--- src/rtl/seg_pkg.sv ---
// ============================================================================
// Module   : seg_pkg
// Brief    : Shared constants, digit-entry type and hex segment patterns for
//            the 7-segment display blocks.
// Revision : 1.0 - initial release
// ============================================================================
`default_nettype none

package seg_pkg;

  localparam int DIGITS  = 4;
  localparam int ENTRY_W = 5;

  localparam logic [7:0] SEG_BLANK = 8'hFF;

  typedef struct packed {
    logic                 dp;
    logic [ENTRY_W-2:0]   hex;
  } digit_t;

  // Active-low {g,f,e,d,c,b,a} for hex values 0..F
  localparam logic [0:15][6:0] SEG_PAT = '{
    7'b1000000, 7'b1111001, 7'b0100100, 7'b0110000,
    7'b0011001, 7'b0010010, 7'b0000010, 7'b1111000,
    7'b0000000, 7'b0010000, 7'b0001000, 7'b0000011,
    7'b1000110, 7'b0100001, 7'b0000110, 7'b0001110
  };

endpackage

`default_nettype wire

--- src/rtl/seg_scan_ctrl_if.sv ---
// ============================================================================
// Module   : seg_scan_ctrl_if
// Brief    : Host write/commit port of the display scan controller.
// Revision : 1.0 - initial release
// ============================================================================
`default_nettype none

interface seg_scan_ctrl_if;
  import seg_pkg::*;

  logic        wr_en;
  logic [1:0]  wr_addr;
  digit_t      wr_data;
  logic        commit;
  logic        commit_pending;

  modport master (
    output wr_en, wr_addr, wr_data, commit,
    input  commit_pending
  );

  modport slave (
    input  wr_en, wr_addr, wr_data, commit,
    output commit_pending
  );

endinterface

`default_nettype wire

--- src/rtl/seg_hex_decode.sv ---
// ============================================================================
// Module   : seg_hex_decode
// Brief    : Combinational hex digit + decimal point to active-low segments.
// Revision : 1.0 - initial release
// ============================================================================
`default_nettype none

module seg_hex_decode
  import seg_pkg::*;
(
  input  wire logic [3:0] hex,
  input  wire logic       dp,
  output logic      [7:0] segs
);

  assign segs = {~dp, SEG_PAT[hex]};

endmodule

`default_nettype wire

--- src/rtl/seg_scan_ctrl.sv ---
// ============================================================================
// Module   : seg_scan_ctrl
// Brief    : 4-digit multiplexed 7-segment scanner with double-buffered store,
//            blanking gap between digits and frame-synchronous commit.
//            Optional leading-zero blanking when SEG_LZB_EN is defined.
// Revision : 1.0 - initial release
// ============================================================================
`default_nettype none

module seg_scan_ctrl
  import seg_pkg::*;
#(
  parameter int CLK_HZ    = 50_000_000,
  parameter int SCAN_HZ   = 1000,
  parameter int BLANK_CYC = 64
) (
  input  wire logic        clock,
  input  wire logic        reset_n,
  seg_scan_ctrl_if.slave   host,
  output logic             frame_tick,
  output logic [7:0]       segs,
  output logic [3:0]       digs
);

  localparam int DWELL_CYC = CLK_HZ / SCAN_HZ;
  localparam int CNT_W     = $clog2(DWELL_CYC);

  localparam logic [CNT_W-1:0] C_CNT_LAST  = CNT_W'(DWELL_CYC - 1);
  localparam logic [CNT_W-1:0] C_CNT_BLANK = CNT_W'(BLANK_CYC);

  digit_t            r_shadow [DIGITS];
  digit_t            r_active [DIGITS];
  logic [CNT_W-1:0]  r_count;
  logic [1:0]        r_index;
  logic              r_pending;
  logic              r_tick;
  logic [7:0]        r_segs;
  logic [3:0]        r_digs;

  logic              w_boundary;
  logic              w_lz_blank;
  digit_t            w_cur;
  logic [7:0]        w_dec_segs;

  assign w_boundary = (r_count == C_CNT_LAST) && (r_index == 2'd3);
  assign w_cur      = r_active[r_index];

  seg_hex_decode u_dec (
    .hex  (w_cur.hex),
    .dp   (w_cur.dp),
    .segs (w_dec_segs)
  );

`ifdef SEG_LZB_EN
  logic [DIGITS-1:0] w_zero;
  logic [DIGITS-1:0] w_zero_run;

  for (genvar g = 0; g < DIGITS; g++) begin : g_zero
    assign w_zero[g] = (r_active[g] == '0);
  end

  // w_zero_run[k]: entry k and every entry above it are zero
  assign w_zero_run[DIGITS-1] = w_zero[DIGITS-1];
  for (genvar g = 0; g < DIGITS - 1; g++) begin : g_run
    assign w_zero_run[g] = w_zero[g] & w_zero_run[g+1];
  end

  assign w_lz_blank = (r_index != 2'd0) && w_zero_run[r_index];
`else
  assign w_lz_blank = 1'b0;
`endif

  always_ff @(posedge clock) begin
    if (!reset_n) begin
      for (int i = 0; i < DIGITS; i++) begin
        r_shadow[i] <= '0;
        r_active[i] <= '0;
      end
      r_count   <= '0;
      r_index   <= 2'd0;
      r_pending <= 1'b0;
      r_tick    <= 1'b0;
      r_segs    <= SEG_BLANK;
      r_digs    <= 4'hF;
    end else begin
      if (r_count == C_CNT_LAST) begin
        r_count <= '0;
        r_index <= r_index + 2'd1;
      end else begin
        r_count <= r_count + CNT_W'(1);
      end

      // Boundary copy uses the pre-edge shadow, so a same-cycle write waits
      if (host.wr_en) begin
        r_shadow[host.wr_addr] <= host.wr_data;
      end

      if (w_boundary && (r_pending || host.commit)) begin
        r_active  <= r_shadow;
        r_pending <= 1'b0;
      end else if (host.commit) begin
        r_pending <= 1'b1;
      end

      r_tick <= w_boundary;

      if (r_count < C_CNT_BLANK) begin
        r_segs <= SEG_BLANK;
        r_digs <= 4'hF;
      end else begin
        r_digs <= ~(4'b0001 << r_index);
        r_segs <= w_lz_blank ? SEG_BLANK : w_dec_segs;
      end
    end
  end

  assign host.commit_pending = r_pending;
  assign frame_tick          = r_tick;
  assign segs                = r_segs;
  assign digs                = r_digs;

endmodule

`default_nettype wire

--- src/flat_wrapper.sv ---
// flat-port wrapper written by rule: the top's interface ports become plain ports
module seg_scan_ctrl_flat import seg_pkg::*;
#(
  parameter int CLK_HZ    = 50_000_000,
  parameter int SCAN_HZ   = 1000,
  parameter int BLANK_CYC = 64
)
  (clock, reset_n, frame_tick, segs, digs, host_wr_en, host_wr_addr, host_wr_data, host_commit, host_commit_pending);
  seg_scan_ctrl_if host_i ();
  input  wire logic clock;
  input  wire logic reset_n;
  output logic frame_tick;
  output logic [7:0] segs;
  output logic [3:0] digs;
  input wire logic [$bits(host_i.wr_en)-1:0] host_wr_en;
  input wire logic [$bits(host_i.wr_addr)-1:0] host_wr_addr;
  input wire logic [$bits(host_i.wr_data)-1:0] host_wr_data;
  input wire logic [$bits(host_i.commit)-1:0] host_commit;
  output wire logic [$bits(host_i.commit_pending)-1:0] host_commit_pending;
  assign host_i.wr_en = host_wr_en;
  assign host_i.wr_addr = host_wr_addr;
  assign host_i.wr_data = host_wr_data;
  assign host_i.commit = host_commit;
  assign host_commit_pending = host_i.commit_pending;
  seg_scan_ctrl #(.CLK_HZ(CLK_HZ), .SCAN_HZ(SCAN_HZ), .BLANK_CYC(BLANK_CYC)) u_core (.clock(clock), .reset_n(reset_n), .host(host_i), .frame_tick(frame_tick), .segs(segs), .digs(digs));
endmodule
--- config.mk ---
export PLATFORM = sky130hd
export DESIGN_NAME = seg_scan_ctrl_flat
export DESIGN_NICKNAME = d
export VERILOG_FILES = /design/src/rtl/seg_pkg.sv /design/src/rtl/seg_scan_ctrl_if.sv /design/src/rtl/seg_hex_decode.sv /design/src/rtl/seg_scan_ctrl.sv /design/src/flat_wrapper.sv
export SDC_FILE = /design/constraint.sdc
export NUM_CORES = 1
export LEC_CHECK = 0
export BUFFER_PORTS_ARGS = -buffer_cell sky130_fd_sc_hd__buf_2
export CORE_MARGIN = 2
export CORE_UTILIZATION = 40
export CTS_BUF_LIST = sky130_fd_sc_hd__clkbuf_16
export CTS_CLUSTER_DIAMETER = 120
export DETAILED_ROUTE_END_ITERATION = 6
export RECOVER_POWER = 25
export SYNTH_ARGS = -nofsm -noshare
export SYNTH_HDL_FRONTEND = slang
export SYNTH_SLANG_ARGS = --single-unit
--- constraint.sdc ---
create_clock -name clock -period 2.66 [get_ports clock]
set_clock_uncertainty 0.2 [all_clocks]
set_input_delay 0.266 -clock clock [delete_from_list [all_inputs] [get_ports clock]]
set_output_delay 0.266 -clock clock [all_outputs]
set_load 0.01 [all_outputs]
==> flow_summary.ini <==
[clocking]
cts-root-buf = clkbuf_16
postCtsResizedCells = 0
ctsLongestPathBuffers = 2
cts_tree = done
cts_buffers = 9
clk_pin_slew_ps = 60
htreeDepth = 3
cts_hold_buffers = 0
worstSkewPairLatency_ps = 330
clock_sinks = 72
postCtsSetupBuffers = 0

[global_route]
grt_pass1_wl_mm = 10.07
grt_pass1_vias = 2069
grt_max_degree = 50
grt-ovfl-total = 0
grt_antenna_before_repair = 0
grt.total_usage_pct = 15.04

[placement]
dp.cells = 445
place_area_sq_mm = 0.003326
dp_slack_ps = 417.8
globalplace.congestion = 0.8048
dpl.hpwl_mm = 4.039
portBuffers = 24

[detailed_routing]
dr.pass1.iters = 4
drcViolationCount = 0
vias = 2199
drt_iter0_markers = 79
via_per_inst = 4.780
antenna_left = 0
post_drt_wl_per_cell_um = 12.61
wirelength_mm = 5.802

[sta]
drv_slew = 50
max_slew_margin_pct = -15.36
timing.final.ws_setup_ps = 386.5
setup_viol = 0
hold_viol = 0
clock.fmax_ghz = 0.4398
tightest_slew_ps = 1730
fin_crit_sh_pct = 85.47
rsz0062_at_grt = no
final.setup.tns_ps = 0
min_period_ps = 2274

[hold_path]
hp-start = host_wr_data[1]
hp-class = in2reg
min_path_cells = 3
whs_endpoint = u_core.r_shadow[11]

[worst_setup_path]
r2r-start = u_core.r_count[11]
crit_path_end_kind = register
reg2reg_depth = 6
required_ps = 2660
cp-start-kind = register
crit_type = reg2reg
worstPathMaxFanout = 40
r2r-end = u_core.r_active[16]
reg2reg_slack_ps = 390
arrival_ps = 2280

[power]
powerDensity_mw_per_mm2 = 621.0
peakVddDrop_uv = 338.4
p_leak_nw = 1.319

[die]
die_h_um = 92.20
design.core.area_sq_mm = 0.007647
row_count = 32
start_util_pct = 40.69
io_pins = 25
die_area_sq_mm = 0.008501
die_w_um = 92.20

[flow_run]
maxCapViolations = 1

[cells_and_area]
fin_cells = 460
diodes = 0
fin_area_sq_mm = 0.003566
layout-drive-gt1-share_pct = 11.73
area_growth_pct = 14.60
fill_cells = 747
final_nets = 376

[synthesis]
synth_top_area_cell = dfxtp_1
synth_edf_count = 0
netlist_area_sq_mm = 0.003112
synthTopCellsByArea = dfxtp_1, mux2i_1, nand2_1
ys_seq_area_share_pct = 46.32
ys_ff_latch = 72
async_flop_share_pct = 0
synth_top_area_share_pct = 46.32
syn_inst = 331
yosysWarnings = 0
avgSynthCellArea_sq_um = 9.401
synth_nets = 353
ys_dominant_reg_cell = dfxtp_1
synth_cell_type_count = 38

[run_status]
violations = capacitance limit, slew limit
status = finished with violations
[synthesized netlist by cell type (5+ instances only)]
cell and count:
clkbuf_1 8, nand3_1 27, mux4_2 5, dfxtp_1 72, xor2_1 6, o21ai_1 20
inv_1 9, nor2b_1 22, mux2i_1 21, ha_1 11, nor2_1 24, xnor2_1 13
nand2_1 39, buf_2 5
[metrics by stage]
step | total power (W) | util, % | hold slack [ps]
detailed placement | 0.001200 | 43.49 | 244.2
floorplan | 0.001176 | - | 227.7
CTS | 0.002237 | 46.81 | 33.87
global route | 0.002300 | 46.63 | 52.09
finish | 0.002214 | 46.63 | 34.50
global placement | 0.001199 | 43.49 | 240.5
[registers in the layout, indices dropped and copies added (netlist names)]
name,cells
u_core.r_active,20
u_core.host.commit_pending,1
u_core.r_index,2
u_core.r_shadow,20
u_core.segs,8
u_core.frame_tick,1
u_core.r_count,16
u_core.digs,4
[layout by cell type, fill, tap and decap left out, types with 4 or more instances in the layout]
master	instances
a21oi_1	4
nor4b_1	4
nand4_1	4
nand2_1	39
mux2i_1	21
xor2_1	6
dfxtp_1	72
clkbuf_16	9
inv_1	10
ha_1	11
xnor2_1	13
nand3_1	27
nor2_1	24
nor2b_1	22
o21ai_0	4
mux4_2	5
buf_2	16
clkbuf_1	9
o21ai_1	20
[report_power, final]
group | internal [W] | switching [W]
Clock | 0.000611 | 0.000426
Sequential | 0.00109 | 0.0000104
Combinational | 0.0000305 | 0.0000414
Total | 0.00174 | 0.000478
[logic make-up after synthesis]
| logic type | after synthesis | share of synthesized area [%] |
|---|---|---|
| multiplexers | 26 | 10.37 |
| AND/OR/NAND/NOR | 138 | 22.48 |
| adder cells (fa/ha/maj) | 11 | 4.423 |
| AO/OA/AOI/OAI | 40 | 7.720 |
| flip-flops | 72 | 46.32 |
| XOR/XNOR | 19 | 5.348 |
| buffers and inverters | 25 | 3.337 |
[layout make-up]
| class | instances | area (sq um) | share of cell area [%] |
|---|---|---|---|
| inverters | 9 | 33.78 | 0.9474 |
| multi-input cells | 234 | 1573 | 44.11 |
| well taps | 102 | 127.6 | 3.579 |
| repair buffers | 28 | 136.4 | 3.825 |
| flip-flops and latches | 72 | 1441 | 40.42 |
| clock buffers | 9 | 225.2 | 6.316 |
| clock inverters | 6 | 28.78 | 0.8070 |
[worst max path at each step]
| stage | start | end | slack (ps) | depth (start not counted) |
|---|---|---|---|---|
| floorplan | u_core.r_index[0] | u_core.segs[0] | 410 | 8 |
| global placement | u_core.r_count[11] | u_core.r_active[11] | 440 | 6 |
| detailed placement | u_core.r_count[11] | u_core.r_active[16] | 420 | 6 |
| CTS | u_core.r_count[11] | u_core.r_active[7] | 400 | 6 |
| global route | reset_n | u_core.r_active[8] | 160 | 4 |
| finish | u_core.r_count[11] | u_core.r_active[16] | 390 | 6 |
[layer usage]
metal,GRT usage (%),share of wire [%],wire [um],up-vias
met5,0,0,0,-
met4,5.224,1.1,65,0
met3,5.670,4.2,244,6
met2,22.24,43,2500,34
met1,20.17,52,2991,974
li1,-,-,-,1185
[worst max-delay path, stage by stage, from the launching register on]
cell	delay, ps
dfxtp_1	320
or4_1	570
nor4b_2	380
o2111ai_2	180
buf_4	270
nand3_1	130
o21ai_1	90
Power figures use the tool's default switching activity.
